File: config.mk
export PLATFORM = sky130hd
export DESIGN_NAME = kbd_text_ctrl
export DESIGN_NICKNAME = d
export VERILOG_FILES = /design/src/rtl/kbd_text_ctrl_pkg.sv /design/src/rtl/kbd_text_ctrl_cursor.sv /design/src/rtl/kbd_text_ctrl.sv
export SDC_FILE = /design/constraint.sdc
export NUM_CORES = 1
export LEC_CHECK = 0
export CORE_MARGIN = 2
export CORE_UTILIZATION = 30
export DETAILED_ROUTE_END_ITERATION = 10
export HOLD_SLACK_MARGIN = 0.15
export PLACE_DENSITY = 0.6
export SYNTH_ARGS = -nofsm -noshare
export SYNTH_HDL_FRONTEND = slang
export SYNTH_SLANG_ARGS = --single-unit
File: constraint.sdc
create_clock -name clk -period 5.4 [get_ports clk]
set_input_delay 1.08 -clock clk [delete_from_list [all_inputs] [get_ports clk]]
set_output_delay 1.08 -clock clk [all_outputs]
set_load 0.1 [all_outputs]
File: src/rtl/kbd_text_ctrl_pkg.sv
// Shared scancode constants, FSM/cursor encodings and the shift-case helper
// for the keyboard-to-text-buffer sequencer.
package kbd_text_ctrl_pkg;

    localparam logic [7:0] SC_BREAK    = 8'hF0;
    localparam logic [7:0] SC_EXT      = 8'hE0;
    localparam logic [7:0] SC_LSHIFT   = 8'h12;
    localparam logic [7:0] SC_RSHIFT   = 8'h59;
    localparam logic [7:0] SC_ENTER    = 8'h5A;
    localparam logic [7:0] SC_BKSP     = 8'h66;
    localparam logic [7:0] ASCII_SPACE = 8'h20;

    typedef enum logic [1:0] {
        ST_IDLE   = 2'd0,
        ST_LOOKUP = 2'd1,
        ST_WRITE  = 2'd2
    } state_t;

    typedef enum logic [1:0] {
        CUR_NONE    = 2'd0,
        CUR_ADVANCE = 2'd1,
        CUR_RETREAT = 2'd2,
        CUR_NEWLINE = 2'd3
    } cur_op_t;

    // Shift only upper-cases lowercase letters; digits and punctuation pass through.
    function automatic logic [7:0] apply_shift(input logic [7:0] ch, input logic shift);
        if (shift && (ch >= 8'h61) && (ch <= 8'h7A))
            return ch - 8'h20;
        return ch;
    endfunction

endpackage

File: src/rtl/kbd_text_ctrl_cursor.sv
// Combinational cursor arithmetic: advance, retreat and newline with
// column/row wrap; retreat from (0,0) is reported as not valid.
module kbd_text_ctrl_cursor
    import kbd_text_ctrl_pkg::*;
#(
    parameter int COL_W = 5,
    parameter int ROW_W = 7
) (
    input  logic [COL_W-1:0] col,
    input  logic [ROW_W-1:0] row,
    input  cur_op_t          op,
    output logic [COL_W-1:0] next_col,
    output logic [ROW_W-1:0] next_row,
    output logic             valid
);

    localparam logic [COL_W-1:0] COL_MAX = '1;

    // NOTE: every output gets a default first so no path through the case infers a latch.
    always_comb begin
        next_col = col;
        next_row = row;
        valid    = 1'b1;
        unique case (op)
            CUR_ADVANCE: begin
                if (col == COL_MAX) begin
                    next_col = '0;
                    next_row = row + ROW_W'(1);
                end else begin
                    next_col = col + COL_W'(1);
                end
            end
            CUR_RETREAT: begin
                if ((col == '0) && (row == '0)) begin
                    valid = 1'b0;
                end else if (col == '0) begin
                    next_col = COL_MAX;
                    next_row = row - ROW_W'(1);
                end else begin
                    next_col = col - COL_W'(1);
                end
            end
            CUR_NEWLINE: begin
                next_col = '0;
                next_row = row + ROW_W'(1);
            end
            default: ;
        endcase
    end

endmodule

File: src/rtl/kbd_text_ctrl.sv
// Turns PS/2 scancode bytes into text RAM writes: tracks break/extended/shift
// prefixes, looks each byte up in the sync ASCII ROM and owns the text cursor.
module kbd_text_ctrl
    import kbd_text_ctrl_pkg::*;
#(
    parameter int COL_W  = 5,
    parameter int ROW_W  = 7,
    parameter int ADDR_W = 12
) (
    input  logic              clk,
    input  logic              rst,
    input  logic              sc_valid,
    input  logic [7:0]        sc_data,
    output logic              sc_ready,
    output logic [7:0]        lut_addr,
    input  logic [7:0]        lut_data,
    output logic              wr_en,
    output logic [ADDR_W-1:0] wr_addr,
    output logic [7:0]        wr_data,
    output logic [COL_W-1:0]  cur_col,
    output logic [ROW_W-1:0]  cur_row,
    output logic              shift_o,
    output logic [7:0]        char_cnt
);

    state_t           state, next_state;
    logic [7:0]       code_q;
    logic             brk, ext;
    logic             is_shift_code;
    logic             lookup_to_write;
    cur_op_t          cur_op;
    logic [COL_W-1:0] nxt_col;
    logic [ROW_W-1:0] nxt_row;
    logic             nxt_valid;

    assign is_shift_code   = (code_q == SC_LSHIFT) || (code_q == SC_RSHIFT);
    // Prefixes, any pending break/extended byte and shift makes end in LOOKUP.
    assign lookup_to_write = !((code_q == SC_BREAK) || (code_q == SC_EXT) ||
                               brk || ext || is_shift_code);

    always_comb begin
        cur_op = CUR_ADVANCE;
        if (code_q == SC_ENTER)
            cur_op = CUR_NEWLINE;
        else if (code_q == SC_BKSP)
            cur_op = CUR_RETREAT;
    end

    kbd_text_ctrl_cursor #(
        .COL_W (COL_W),
        .ROW_W (ROW_W)
    ) u_cursor (
        .col      (cur_col),
        .row      (cur_row),
        .op       (cur_op),
        .next_col (nxt_col),
        .next_row (nxt_row),
        .valid    (nxt_valid)
    );

    // NOTE: state is updated with non-blocking assignments so every register samples pre-edge values.
    always_ff @(posedge clk or posedge rst) begin
        if (rst)
            state <= ST_IDLE;
        else
            state <= next_state;
    end

    always_comb begin
        next_state = state;
        unique case (state)
            ST_IDLE:   if (sc_valid) next_state = ST_LOOKUP;
            ST_LOOKUP: next_state = lookup_to_write ? ST_WRITE : ST_IDLE;
            ST_WRITE:  next_state = ST_IDLE;
            default:   next_state = ST_IDLE;
        endcase
    end

    // sc_ready is held low while reset is asserted so every output reads 0 then.
    always_comb begin
        sc_ready = (state == ST_IDLE) && !rst;
        lut_addr = code_q;
    end

    always_ff @(posedge clk or posedge rst) begin
        if (rst) begin
            code_q   <= '0;
            brk      <= 1'b0;
            ext      <= 1'b0;
            shift_o  <= 1'b0;
            cur_col  <= '0;
            cur_row  <= '0;
            char_cnt <= '0;
            wr_en    <= 1'b0;
            wr_addr  <= '0;
            wr_data  <= '0;
        end else begin
            wr_en <= 1'b0;
            unique case (state)
                ST_IDLE: begin
                    if (sc_valid)
                        code_q <= sc_data;
                end
                ST_LOOKUP: begin
                    if (code_q == SC_BREAK) begin
                        brk <= 1'b1;
                    end else if (code_q == SC_EXT) begin
                        ext <= 1'b1;
                    end else if (brk) begin
                        brk <= 1'b0;
                        ext <= 1'b0;
                        if (is_shift_code)
                            shift_o <= 1'b0;
                    end else if (ext) begin
                        ext <= 1'b0;
                    end else if (is_shift_code) begin
                        shift_o <= 1'b1;
                    end
                end
                ST_WRITE: begin
                    if (code_q == SC_ENTER) begin
                        cur_col <= nxt_col;
                        cur_row <= nxt_row;
                    end else if (code_q == SC_BKSP) begin
                        if (nxt_valid) begin
                            cur_col <= nxt_col;
                            cur_row <= nxt_row;
                            wr_en   <= 1'b1;
                            wr_addr <= {nxt_col, nxt_row};
                            wr_data <= ASCII_SPACE;
                        end
                    end else if (lut_data != 8'h00) begin
                        wr_en    <= 1'b1;
                        wr_addr  <= {cur_col, cur_row};
                        wr_data  <= apply_shift(lut_data, shift_o);
                        cur_col  <= nxt_col;
                        cur_row  <= nxt_row;
                        char_cnt <= char_cnt + 8'd1;
                    end
                end
                default: ;
            endcase
        end
    end

endmodule
==> results.md <==
- Final setup skew: ~11 ps
- Final cycle utilization of the critical path: 72.1%
- Cell types occupying the most area after synthesis: dfrtp_1, xnor2_1, a21oi_1
- Netlist area before placement: 0.00309 mm²
- Sum of negative setup slack: 0 ps
- Pin count of the biggest net entering global routing: 55
- CTS H-tree lvls: 2
- Worst path cell trace: clkdlybuf4s50_1 -> nor3_1 -> clkdlybuf4s50_1
- Detailed-route wire length: about 7.8 mm
- Depth of the worst hold-timing path: 1
- Start-to-end type of the worst setup path: primary input to output pin
- Post-CTS clock slew at the launch and capture registers of the worst setup and hold paths: ~90 ps
- Cell occurring most often along the worst timing path: clkdlybuf4s50_1
- Ports: 70
- Top-area cell type share of the netlist area: between 40 and 50%
- Setup repair after global routing missed its margin: no
- Number of vias per cell: between 5 and 6
- Status: completed
- Share of final-layout standard cells stronger than drive strength 1: a little over a tenth
- Worst skew pair latency: approximately 310 ps
- Total global routing track utilization: between 10% and 20%
- Family with the most delay on the worst path: buffers and inverters
- Post-Layout Inst Area: 0.00400 mm²
- Final global-route overflow total: 0
- Biggest cell delay along the critical path: approximately 1200 ps
- Cell row count: 37
- Path class of the lowest-slack min-delay path: flip-flop to flip-flop
- Height of the chip: 106 µm
- ANT nets after route: 0
- Die footprint: 0.0111 mm²
- Number of buffers inserted by hold repair at cts: 0
- Category of the worst setup path capture point: output pin
- Hold Startpoint: ext
- Net Count, Synth: approximately 330
- Number of endpoints with negative hold slack in the final report: 0
- Antenna Cells: 0
- CTS tree: built
- Starting density of the core: between 30 and 40%
- Post-cts sizing count: 0
- Total clock buffers created by CTS: 5
- Final routed DRC violation total: 0
- Flip-flop and latch count after synthesis: 54
- Register area share after synthesis: a little over two fifths
- Placed instance area: 0.00389 mm²
- Max-slew violation count: 0
- Yosys top cell by area: dfrtp_1
- Clock Tree Root: clkbuf_8
- Starting DRT DRC Count: between 150 and 200
- Total setup violations reported at the end of the flow: 0
- Number of standard cells in the layout, taps in and fillers out: 504
- Reg2reg path depth: 8
- Final critical-path required period: between 3000 and 4000 ps
- Critical-path cell with the highest stage delay: clkdlybuf4s50_1
- Layout area overhead: 29.4%
- Antenna violations before repair: 0
- Reg-to-reg endpoint: wr_addr[7]
- Synthesis Warnings: 0
- Setup repair bufs after CTS: 0
- Tightest Pin Transition: between 1000 and 1500 ps
- Number of iterations in the first detailed-routing pass: 4
- Top_reg_cell synth: dfrtp_1
- Req. time, crit path: 4320 ps
- Max-cap viol count: 0
- Largest fanout on the critical path: 2
- Post-route setup slack: ~1500 ps
- Dpl ws: roughly 1500 ps
- Sinks on the clock net: 54
- Number of nets in the layout: 393
- Vias in the first global route: 2553
- Post-synth cell types: 65
- Instance count of the mapped netlist: about 300
- Register-to-register setup slack: 2550 ps
- Rel. slew slack: a little under a third
- Cell Count Post-Placement: between 400 and 500
- Number of port buffers: just under 70
- Mean instance size in the synthesized netlist: between 10 and 15 µm²
- Post-synth EDFFs: 0
- Start of the worst register-to-register path: cur_row[1]
- First-pass GRT wire length: between 10 and 15 mm
- Number of buffer and inverter instances along the worst setup path: 2
- Buffers from clock root to sink, at most: 2
- Arrival time worst endpoint: roughly 2800 ps
- Fraction of synthesis flops using an asynchronous set or reset pin: 100%
- Die width: around 110 µm
- Achievable clock frequency: 257 MHz
- Standard cell core area: approximately 0.010 mm²
- Critical path launch point type: primary input
- Total via count in the routed design: about 2600
- HPWL Detailed: around 5.8 mm
- Average wire per cell in the routed design: 15.5 µm
- Routability congestion estimate: roughly 0.88
- Endpoint, Worst Hold: state[1]
==> final cells by class <==
cell class                 instances  area [µm²]
sequential                        54        1350
tap                              136         170
fill                            1032        6180
multi-input combinational        218        1590
clock inverter                     2        37.5
timing repair buffer              73         721
clock buffer                       6        72.6
inverter                          15        58.8
==> cells in the final DEF, fill, tap and decap left out, drive strengths merged, types with 10 or more instances in the layout <==
master,count
a21oi,19
a31oi,10
clkdlybuf4s50,69
dfrtp,54
inv,15
mux2,16
nand2,16
nand3,10
nor2,23
nor3,10
o21ai,17
xnor2,12
==> cell usage after synthesis, types with 3 or more instances <==
library cell	instances
nor2_1	23
dfrtp_1	54
nand3_1	9
and4bb_2	3
a221o_1	3
ha_1	7
nor4b_1	3
a21oi_1	18
inv_1	14
a31oi_1	10
nand2_1	16
and3_1	7
nor3_1	9
o21ai_1	9
nand2b_1	3
xor2_1	3
a21o_1	3
buf_6	4
mux2_4	6
mux2_2	8
a22o_1	6
nand4bb_1	3
xnor2_1	12
a211oi_1	3
clkbuf_1	6
o21ai_0	7
nand4_1	4
o31ai_1	4
==> worst register-to-register path, cell delays in order (launching register included) <==
cell and delay, ps:
dfrtp_1 500, inv_1 120, ha_1 220, nor4b_4 410
nand3_4 190, o21ai_2 310, or2_1 510, inv_4 150
mux2_4 330
==> kinds of logic (layout without fill, tap and decap cells) <==
kind of cell | after synthesis | in the layout | synth area share (%)
AND/OR/NAND/NOR | 95 | 95 | 18.7
AO/OA/AOI/OAI | 84 | 84 | 18.6
flip-flops | 54 | 54 | 43.7
buffers and inverters | 30 | 96 | 5.02
multiplexers | 17 | 17 | 6.88
XOR/XNOR | 15 | 15 | 4.25
adder cells (fa/ha/maj) | 7 | 7 | 2.83
==> through the flow <==
step | hold WS [ps] | utilization, %
final | 468 | 39.3
after global routing | 490 | 39.3
after CTS | 469 | 39.3
after detailed placement | 454 | 38.2
after global placement | 445 | 38.2
after floorplan | 434 | -
==> layer usage <==
metal	wire length [µm]	vias to the layer above	GRT usage (%)
met5	0	-	0
met3	334	4	2.60
met2	3670	60	24.0
met1	3730	1258	19.9
li1	-	1250	-
met4	68	0	3.67
==> state kept, by name, indices dropped and copies added (netlist names) <==
| register | flops |
|---|---|
| wr_data | 8 |
| lut_addr | 8 |
| brk | 1 |
| ext | 1 |
| cur_row | 7 |
| shift_o | 1 |
| cur_col | 5 |
| wr_en | 1 |
| state | 2 |
| char_cnt | 8 |
| wr_addr | 12 |
==> how the worst max path moves through the flow <==
stage	start	end	slack [ps]	cells after the start
after global placement	rst	sc_ready	1520	3
after CTS	rst	sc_ready	1500	3
after detailed placement	rst	sc_ready	1500	3
after global routing	rst	sc_ready	1450	3
after floorplan	rst	sc_ready	1210	1
final	rst	sc_ready	1510	3
Power is left out: the tool's default activity adds up to more than one toggle a clock period on the data nets, which glitch-free logic cannot reach.
